--- config.mk ---
export PLATFORM = sky130hd
export DESIGN_NAME = serv_shift_seq
export DESIGN_NICKNAME = d
export VERILOG_FILES = /design/src/rtl/serv_shift_seq.sv
export SDC_FILE = /design/constraint.sdc
export NUM_CORES = 1
export LEC_CHECK = 0
export CAP_MARGIN = 20
export CORE_MARGIN = 5
export CORE_UTILIZATION = 49
export DETAILED_ROUTE_END_ITERATION = 7
export PLACE_DENSITY = 0.84
export REMOVE_ABC_BUFFERS = 1
export SLEW_MARGIN = 20
export SYNTH_ARGS = -nofsm -noshare
export SYNTH_HDL_FRONTEND = slang
export SYNTH_SLANG_ARGS = --single-unit
export TNS_END_PERCENT = 20
--- constraint.sdc ---
create_clock -name i_clk -period 1.9 [get_ports i_clk]
set_input_delay 0.19 -clock i_clk [delete_from_list [all_inputs] [get_ports i_clk]]
set_output_delay 0.19 -clock i_clk [all_outputs]
set_load 0.05 [all_outputs]
--- src/rtl/serv_shift_seq.sv ---
// Bit-serial shift sequencer: captures shamt/sign from the LSB-first operand streams, pulses the
// shifter load, rotates the data buffer until done, then frames the XLEN-cycle writeback phase.
module serv_shift_seq #(
  parameter int unsigned XLEN = 32
) (
  input  logic       i_clk,
  input  logic       i_rst,
  input  logic       i_start,
  input  logic       i_right,
  input  logic       i_arith,
  input  logic       i_op_a,
  input  logic       i_op_b,
  input  logic       i_done,
  output logic [4:0] o_shamt,
  output logic       o_shamt_msb,
  output logic       o_signbit,
  output logic       o_right,
  output logic       o_load,
  output logic       o_cap_en,
  output logic       o_shift_en,
  output logic       o_rd_en,
  output logic       o_busy,
  output logic       o_ready,
  output logic       o_timeout
);

  localparam int unsigned CntW = $clog2(XLEN);
  localparam logic [CntW-1:0] CntMax = CntW'(XLEN - 1);

  typedef enum logic [2:0] {StIdle, StCapture, StLoad, StCount, StResult} state_e;

  state_e          state;
  logic [CntW-1:0] cnt;
  logic            arith;

  always_ff @(posedge i_clk or posedge i_rst) begin
    if (i_rst) begin
      state       <= StIdle;
      cnt         <= '0;
      arith       <= 1'b0;
      o_shamt     <= '0;
      o_shamt_msb <= 1'b0;
      o_signbit   <= 1'b0;
      o_right     <= 1'b0;
      o_timeout   <= 1'b0;
    end else begin
      unique case (state)
        StIdle: begin
          if (i_start) begin
            o_right     <= i_right;
            arith       <= i_arith;
            o_shamt     <= '0;
            o_shamt_msb <= 1'b0;
            o_signbit   <= 1'b0;
            o_timeout   <= 1'b0;
            cnt         <= '0;
            state       <= StCapture;
          end
        end
        StCapture: begin
          // Only the low six operand-B bits matter; the rest of the stream is ignored.
          if (cnt < CntW'(5)) begin
            o_shamt[cnt[2:0]] <= i_op_b;
          end else if (cnt == CntW'(5)) begin
            o_shamt_msb <= i_op_b;
          end
          if (cnt == CntMax) begin
            o_signbit <= i_op_a & arith;
            cnt       <= '0;
            state     <= StLoad;
          end else begin
            cnt <= cnt + CntW'(1);
          end
        end
        StLoad: begin
          cnt   <= '0;
          state <= StCount;
        end
        StCount: begin
          if (i_done) begin
            cnt   <= '0;
            state <= StResult;
          end else if (cnt == CntMax) begin
            o_timeout <= 1'b1;
            cnt       <= '0;
            state     <= StResult;
          end else begin
            cnt <= cnt + CntW'(1);
          end
        end
        StResult: begin
          if (cnt == CntMax) begin
            cnt   <= '0;
            state <= StIdle;
          end else begin
            cnt <= cnt + CntW'(1);
          end
        end
        default: begin
          cnt   <= '0;
          state <= StIdle;
        end
      endcase
    end
  end

  assign o_cap_en   = (state == StCapture);
  assign o_load     = (state == StLoad);
  assign o_shift_en = (state == StCount);
  assign o_rd_en    = (state == StResult);
  assign o_busy     = (state != StIdle);
  assign o_ready    = (state == StResult) && (cnt == CntMax);

endmodule
==> results of run 1 <==
## synthesized netlist by cell type, drive strengths merged
library cell / instances
a21o: 1
a21oi: 2
mux2: 3
a221o: 1
nor2b: 1
buf: 4
a22o: 2
a32o: 3
nor3b: 3
or2: 1
and2: 3
o21ai: 9
nor3: 2
ha: 4
nand2: 11
nor4: 1
a31o: 1
and3: 2
nand2b: 1
inv: 8
dfrtp: 18
and2b: 1
o311ai: 1
o41ai: 1
nor2: 11
clkbuf: 2
o31ai: 4
o21a: 1
xnor2: 1
nand3: 7
and4b: 1
## layer usage
metal  vias to the layer above  part of all wire  global-route usage
li1                        441                 -                   -
met1                       432              0.43               0.196
met2                        33              0.48               0.259
met3                         7             0.057              0.0418
met4                         0             0.025              0.0780
met5                         -                 0                   0
## per-stage QoR
stage	TNS (ns)	std cells
2_1_floorplan	-0.00458	105
3_3_place_gp	0	159
3_5_place_dp	0	159
4_1_cts	0	162
5_1_grt	0	162
6_report	0	162
## cell type report
| class | count | area, um^2 | share of cell area |
|---|---|---|---|
| Timing Repair Buffer | 27 | 305 | 0.220 |
| Inverter | 8 | 30.0 | 0.0216 |
| Multi-Input combinational cell | 79 | 548 | 0.394 |
| Clock buffer | 3 | 22.5 | 0.0162 |
| Tap cell | 27 | 33.8 | 0.0243 |
| Sequential cell | 18 | 450 | 0.324 |
## cell usage in the layout, fill, tap and decap left out, types with 2 or more instances in the layout
cell type	count
nor3b_1	2
nand3_1	7
nor3_1	2
ha_1	3
dfrtp_1	18
a32o_1	3
o31ai_1	4
nand2_1	11
a22o_2	2
clkbuf_4	3
o21ai_0	9
mux2_2	3
buf_4	6
clkdlybuf4s50_1	16
inv_1	8
nor2_1	10
buf_12	5
and2_2	2
## sequential cells by signal (all words and copies together), names as in the netlist
register     flops
o_shamt_msb      1
o_timeout        1
cnt              5
o_signbit        1
arith            1
o_shamt          5
state            3
o_right          1
## worst paths after layout
kind	from	end	slack [ns]	cells past startpoint
min in group i_clk	i_op_b	o_shamt_msb$_DFFE_PP0P_	0.47	3
hold / removal	i_rst	o_shamt[1]$_DFFE_PP0P_	0.28	2
setup reg to reg	cnt[0]$_DFFE_PP0N_	state[2]$_DFFE_PP0P_	0.23	5
max in group asynchronous	i_rst	o_shamt[4]$_DFFE_PP0P_	1.18	2
setup / recovery	cnt[0]$_DFFE_PP0N_	o_ready	0.07	5
hold reg to reg	o_shamt[4]$_DFFE_PP0P_	o_shamt[4]$_DFFE_PP0P_	0.50	1
## cell families (layout without fill, tap and decap cells)
kind of cell,Yosys count,count (layout),share of synthesized area
flip-flops,18,18,0.430
buffers and inverters,14,38,0.0633
AND/OR/NAND/NOR,45,45,0.237
AO/OA/AOI/OAI,26,26,0.182
XOR/XNOR,1,1,0.00836
adder cells (fa/ha/maj),4,4,0.0478
multiplexers,3,3,0.0323
## critical path, cell delays in order (launching register included)
cell and delay [ns]:
dfrtp_1 0.40, ha_1 0.24, and3_4 0.21, ha_4 0.18, and2_1 0.17, buf_12 0.15
## power by group through the flow
stage	clock network [mW]	logic, mW	registers (mW)
final	0.196	1.15	0.571
after global placement	0	1.12	0.573
after global routing	0.225	1.25	0.586
after floorplan	0	0.532	0.811
after CTS	0.202	1.15	0.569
after detailed placement	0	1.14	0.577
==> results.py, run 1 <==
metrics = {
    "placement": {
        "place_area_mm2": 0.00135,
        "pre_cts_slack_ns": 0.131,
        "numPortBuffers": 22,
        "globalplace.congestion": 0.794,
        "hpwl_mm": 1.75,
    },
    "pwr": {
        "static-leakage-power_nw": 0.616,
        "p_switching_uw": 903,
        "power.density_mw_per_mm2": 1380,
        "pwr-share-clk": 0.102,
        "ir_drop_mv": 1.16,
        "p_seq_frac": 0.298,
        "comb_power_share": 0.601,
        "p_int_mw": 1.02,
        "swShare": 0.470,
        "finalPower_mw": 1.92,
    },
    "global_route": {
        "grt_overflow": 0,
        "antenna_found_initial": 0,
        "grt_pass1_wl_mm": 4.02,
        "grt_pass1_vias": 917,
        "grt_max_degree": 19,
        "grt_util_all_layers": 0.160,
    },
    "cts": {
        "cts.sinks": 18,
        "cts_made_buffers": 3,
        "clk_pin_slew_worst_paths_ns": 0.11,
        "h-tree-depth": 1,
        "cts_setup_buffers": 0,
        "cts_tree": "built",
        "cts_hold_buf": 0,
        "root_buffer": "clkbuf_4",
        "clk_latency_ns": 0.30,
        "cts_resized": 1,
        "clk_path_buf_depth": 2,
    },
    "worst_setup_path": {
        "required_ns": 1.71,
        "endpoint_kind": "output port",
        "crit_arrival_ns": 1.64,
        "critPathKind": "reg2out",
        "start_kind": "register",
        "cp_max_fo": 7,
    },
    "logic_synthesis": {
        "ys_seq_elements": 18,
        "synth.distinct_cells": 37,
        "ys_top_cells_by_area": "dfrtp_1 (43%), ha_1 (4.8%), o21ai_0 (4.3%), nand2_1 (3.9%), nor2_1 (3.6%)",
        "yosysSeqAreaShare": 0.430,
        "yosysWarnings": 0,
        "synth.avg_cell_area_um2": 9.43,
        "yosysTopAreaCellShare": 0.430,
        "synth_cells": 111,
        "yosysTopAreaCell": "dfrtp_1",
        "synth_area_mm2": 0.00105,
    },
    "cells_and_area": {
        "postLayoutCellArea_mm2": 0.00139,
        "diodes": 0,
        "n_fill_cell": 160,
        "nNetsFinal": 149,
        "syn2layout_area_growth_pct": 32.7,
        "layout-drive-gt1-share": 0.215,
        "finish.utilization": 0.694,
    },
    "job": {
        "cap_violations": 0,
    },
    "timing": {
        "timing_hold_violations_final": 0,
        "fin_skew_ns": 0.00603,
        "setup_viol": 0,
        "worst_pin_slew_ns": 0.683,
        "whs_ns": 0.283,
        "period_share": 0.964,
        "fmax_mhz": 546,
        "rsz0062_at_grt": "false",
        "slew_viol_final": 0,
        "timing.final.ws_setup_ns": 0.0685,
        "slew_headroom": 0.544,
        "layout_min_cycle_time_ns": 1.83,
    },
    "detailed_routing": {
        "routed-via-count": 913,
        "drt_wl_total_mm": 2.40,
        "post-route-drc-count": 0,
        "postRouteAntennaNets": 0,
        "first_pass_iters": 4,
        "wl_per_cell_um": 14.8,
        "viasPerCell": 5.64,
        "drtIter0Drc": 25,
    },
    "die": {
        "rows": 16,
        "dieArea_mm2": 0.00316,
        "die_h_um": 56.2,
        "core_area_mm2": 0.00200,
        "start_util": 0.523,
        "io_pins": 23,
        "die_w_um": 56.2,
    },
    "worst_hold_path": {
        "hp-class": "in2async",
    },
    "run_status": {
        "status": "complete, no violations",
    },
}
Power figures use the tool's default switching activity.
==> run 2: changes to the inputs <==
--- a/config.mk
+++ b/config.mk
@@ -6,6 +6,7 @@
 export NUM_CORES = 1
 export LEC_CHECK = 0
 export CAP_MARGIN = 20
+export CORE_ASPECT_RATIO = 0.7
 export CORE_MARGIN = 5
 export CORE_UTILIZATION = 49
 export DETAILED_ROUTE_END_ITERATION = 7
==> results.py, run 2 (same netlist as run 1, synthesis figures left out) <==
metrics = {
    "timing": {
        "fin_skew_ns": 0.00308,
        "worst_pin_slew_ns": 0.694,
        "fmax_mhz": 547,
        "whs_ns": 0.293,
        "slew_viol_final": 0,
        "timing_hold_violations_final": 0,
        "period_share": 0.963,
        "timing.final.ws_setup_ns": 0.0702,
        "layout_min_cycle_time_ns": 1.83,
        "rsz0062_at_grt": "false",
        "slew_headroom": 0.537,
        "setup_viol": 0,
    },
    "worst_setup_path": {
        "crit_arrival_ns": 1.64,
        "required_ns": 1.71,
        "start_kind": "register",
        "cp_max_fo": 7,
        "r2r_setup_slack_ns": 0.22,
        "critPathKind": "reg2out",
        "reg2reg_depth": 5,
        "startpoint": "cnt[1]$_DFFE_PP0N_",
        "endpoint_kind": "output port",
        "reg2reg_from": "cnt[1]$_DFFE_PP0N_",
    },
    "detailed_routing": {
        "first_pass_iters": 4,
        "drtIter0Drc": 88,
        "routed-via-count": 892,
        "drt_wl_total_mm": 2.26,
        "wl_per_cell_um": 14.0,
        "postRouteAntennaNets": 0,
        "viasPerCell": 5.54,
        "post-route-drc-count": 0,
    },
    "die": {
        "core_area_mm2": 0.00208,
        "start_util": 0.502,
        "die_h_um": 48.7,
        "io_pins": 23,
        "rows": 14,
        "die_w_um": 65.3,
        "dieArea_mm2": 0.00318,
    },
    "placement": {
        "place_area_mm2": 0.00135,
        "hpwl_mm": 1.76,
        "numPortBuffers": 22,
        "pre_cts_slack_ns": 0.174,
        "globalplace.congestion": 0.800,
    },
    "cts": {
        "clk_latency_ns": 0.29,
        "clk_path_buf_depth": 2,
        "h-tree-depth": 1,
        "clk_pin_slew_worst_paths_ns": 0.10,
        "cts_made_buffers": 3,
        "cts.sinks": 18,
        "root_buffer": "clkbuf_4",
        "cts_setup_buffers": 0,
        "cts_tree": "built",
    },
    "global_route": {
        "grt_pass1_vias": 807,
        "grt_pass1_wl_mm": 3.77,
        "grt_util_all_layers": 0.153,
        "antenna_found_initial": 0,
        "grt_max_degree": 19,
        "grt_overflow": 0,
    },
    "cells_and_area": {
        "postLayoutCellArea_mm2": 0.00140,
        "layout-drive-gt1-share": 0.219,
        "final_common_cell": "dfrtp_1",
        "syn2layout_area_growth_pct": 33.9,
        "nNetsFinal": 150,
        "top_regs": "cnt (5), o_shamt (5), state (3)",
        "n_fill_cell": 169,
        "diodes": 0,
        "final_cell_mix": "dfrtp_1 (18), clkdlybuf4s50_1 (16), nand2_1 (11)",
        "finish.utilization": 0.673,
        "multi_input_area_um2": 543,
        "seq_area_um2": 450,
    },
    "pwr": {
        "ir_drop_mv": 0.562,
        "static-leakage-power_nw": 0.630,
        "power.density_mw_per_mm2": 1410,
    },
    "run_status": {
        "status": "complete, no violations",
    },
    "job": {
        "cap_violations": 0,
    },
    "worst_hold_path": {
        "hp-class": "in2async",
    },
}
## run 2: metrics by stage
| stage | std cells | power, mW | TNS, ns |
|---|---|---|---|
| 2_1_floorplan | 105 | 1.34 | -0.00458 |
| 3_3_place_gp | 157 | 1.72 | 0 |
| 3_5_place_dp | 157 | 1.74 | 0 |
| 4_1_cts | 161 | 1.98 | 0 |
| 5_1_grt | 161 | 2.10 | 0 |
| 6_report | 161 | 1.97 | 0 |
## run 2: layer usage
layer	GRT usage	up-vias	part of all wire
li1	-	447	-
met1	0.212	409	0.48
met2	0.220	36	0.44
met3	0.0648	0	0.075
met4	0.0379	0	0
met5	0	-	0
## run 2: final cells by class
| cell class | count | area share |
|---|---|---|
| Clock buffer | 4 | 0.0259 |
| Inverter | 8 | 0.0214 |
| Multi-Input combinational cell | 79 | 0.387 |
| Sequential cell | 18 | 0.321 |
| Tap cell | 24 | 0.0214 |
| Timing Repair Buffer | 28 | 0.223 |
## run 2: worst max-delay path: stages, from the launching register on
cell     delay [ns]
dfrtp_1        0.40
ha_1           0.21
and3_1         0.23
ha_4           0.19
and2_1         0.16
buf_12         0.15
## run 2: what timing repair did
item                       CTS  global route
hold buffers                 0             0
gates resized for setup      1             1
setup endpoints to repair    1             1
## run 2: worst paths after layout
check / end
min reg2reg: o_shamt[3]$_DFFE_PP0P_
min: arith$_DFFE_PP0P_
max in group asynchronous: o_shamt[4]$_DFFE_PP0P_
max reg2reg: state[2]$_DFFE_PP0P_
max: o_ready
min in group i_clk: o_shamt_msb$_DFFE_PP0P_
## run 2: report_power, final
part           internal (mW)  switching, mW
combinational          0.466          0.711
sequential             0.490         0.0781
clock                  0.117          0.113
==> run 3: changes to the inputs <==
--- a/config.mk
+++ b/config.mk
@@ -7,9 +7,10 @@
 export LEC_CHECK = 0
 export CAP_MARGIN = 20
 export CORE_ASPECT_RATIO = 0.7
-export CORE_MARGIN = 5
+export CORE_MARGIN = 2
 export CORE_UTILIZATION = 49
 export DETAILED_ROUTE_END_ITERATION = 7
+export GPL_TIMING_DRIVEN = 1
 export PLACE_DENSITY = 0.84
 export REMOVE_ABC_BUFFERS = 1
 export SLEW_MARGIN = 20
==> results.py, run 3 (same netlist as run 1, synthesis figures left out) <==
metrics = {
    "cells_and_area": {
        "top_regs": "cnt (5), o_shamt (5), state (3)",
        "syn2layout_area_growth_pct": 34.9,
        "final_cell_mix": "dfrtp_1 (18), clkdlybuf4s50_1 (16), nand2_1 (11)",
        "diodes": 0,
        "layout-drive-gt1-share": 0.232,
        "nNetsFinal": 151,
        "n_fill_cell": 145,
        "final_common_cell": "dfrtp_1",
    },
    "pwr": {
        "power.density_mw_per_mm2": 1440,
        "ir_drop_mv": 0.691,
        "finalPower_mw": 2.03,
        "static-leakage-power_nw": 0.633,
    },
    "detailed_routing": {
        "postRouteAntennaNets": 0,
        "wl_per_cell_um": 16.9,
        "first_pass_iters": 4,
        "post-route-drc-count": 0,
        "routed-via-count": 984,
        "drtIter0Drc": 44,
        "drt_wl_total_mm": 2.70,
        "viasPerCell": 6.15,
    },
    "worst_setup_path": {
        "crit_end": "o_ready",
        "r2r_setup_slack_ns": 0.25,
        "reg2reg_from": "cnt[1]$_DFFE_PP0N_",
        "cp_slowest_cell": "dfrtp_1",
        "cp_max_fo": 7,
        "startpoint": "cnt[0]$_DFFE_PP0N_",
        "start_kind": "register",
        "path_delay_family": "adder cells",
        "cp_num_buf_inv": 1,
        "r2r-end": "o_shamt[1]$_DFFE_PP0P_",
        "crit_path_max_incr_delay_ns": 0.39,
        "required_ns": 1.71,
        "cp.depth": 5,
        "crit_arrival_ns": 1.63,
        "endpoint_kind": "output port",
        "reg2reg_depth": 5,
        "critPathKind": "reg2out",
        "cp_cell_sequence": "ha_1 > and3_4 > ha_4 > and2_1 > buf_12",
    },
    "global_route": {
        "grt_pass1_vias": 922,
        "grt_overflow": 0,
        "antenna_found_initial": 0,
        "grt_util_all_layers": 0.230,
        "grt_pass1_wl_mm": 4.24,
        "grt_max_degree": 19,
    },
    "die": {
        "rows": 13,
        "core_area_mm2": 0.00194,
        "start_util": 0.541,
        "dieArea_mm2": 0.00253,
        "die_w_um": 59.3,
        "io_pins": 23,
        "die_h_um": 42.7,
    },
    "timing": {
        "period_share": 0.956,
        "timing_hold_violations_final": 0,
        "fmax_mhz": 550,
        "setup_viol": 0,
        "fin_skew_ns": 0.0138,
        "slew_headroom": 0.535,
        "rsz0062_at_grt": "false",
        "worst_pin_slew_ns": 0.697,
        "layout_min_cycle_time_ns": 1.82,
        "setup_tns_ns": 0,
        "slew_viol_final": 0,
    },
    "run_status": {
        "status": "complete, no violations",
    },
    "worst_hold_path": {
        "hp-class": "in2async",
    },
    "cts": {
        "h-tree-depth": 1,
        "root_buffer": "clkbuf_4",
        "cts_made_buffers": 3,
        "cts_hold_buf": 0,
        "cts.sinks": 18,
        "cts_tree": "built",
        "clk_path_buf_depth": 2,
        "clk_latency_ns": 0.30,
        "clk_pin_slew_worst_paths_ns": 0.11,
    },
    "placement": {
        "hpwl_mm": 2.01,
        "numPortBuffers": 22,
        "globalplace.congestion": 0.880,
    },
    "job": {
        "cap_violations": 0,
    },
}
[run 3: repair_timing]
action                     in CTS  in global routing
setup endpoints to repair       1                  1
gates resized for setup         1                  2
setup buffers                   0                  0
[run 3: cell type report]
type                    instances  area (um^2)  area share
repair buffers                 29          320       0.227
flip-flops and latches         18          450       0.319
multi-input cells              79          548       0.388
clock buffers                   4         36.3      0.0257
well taps                      22         27.5      0.0195
inverters                       8         30.0      0.0213
[run 3: report_power, final]
part           internal [mW]  switching [mW]  total [mW]
logic                  0.468           0.759        1.23
registers              0.490          0.0806       0.571
clock network          0.117           0.120       0.236
[run 3: per-stage QoR]
step | setup slack (ns) | utilization | hold slack (ns) | cell area [um^2] | instances
CTS | 0.0194 | 0.722 | 0.318 | 1400 | 160
floorplan | -0.00458 | - | 0.129 | 1010 | 105
finish | 0.0831 | 0.730 | 0.296 | 1410 | 160
global placement | 0.233 | 0.702 | 0.472 | 1360 | 156
global route | 0.0285 | 0.730 | 0.352 | 1410 | 160
detailed placement | 0.167 | 0.702 | 0.479 | 1360 | 156
[run 3: worst min-delay path by stage]
stage                                   endpoint  slack (ns)  cells after the start
final                     o_shamt[2]$_DFFE_PP0P_        0.30                      2
after global routing      o_shamt[2]$_DFFE_PP0P_        0.35                      2
after CTS                 o_shamt[2]$_DFFE_PP0P_        0.32                      2
after detailed placement   o_timeout$_DFFE_PP0P_        0.48                      1
after global placement     o_timeout$_DFFE_PP0P_        0.47                      1
after floorplan                arith$_DFFE_PP0P_        0.13                      1
[run 3: layer usage]
layer,track usage,share of wire
met1,0.287,0.41
met2,0.345,0.46
met3,0.0884,0.093
met4,0.109,0.037
met5,0,0
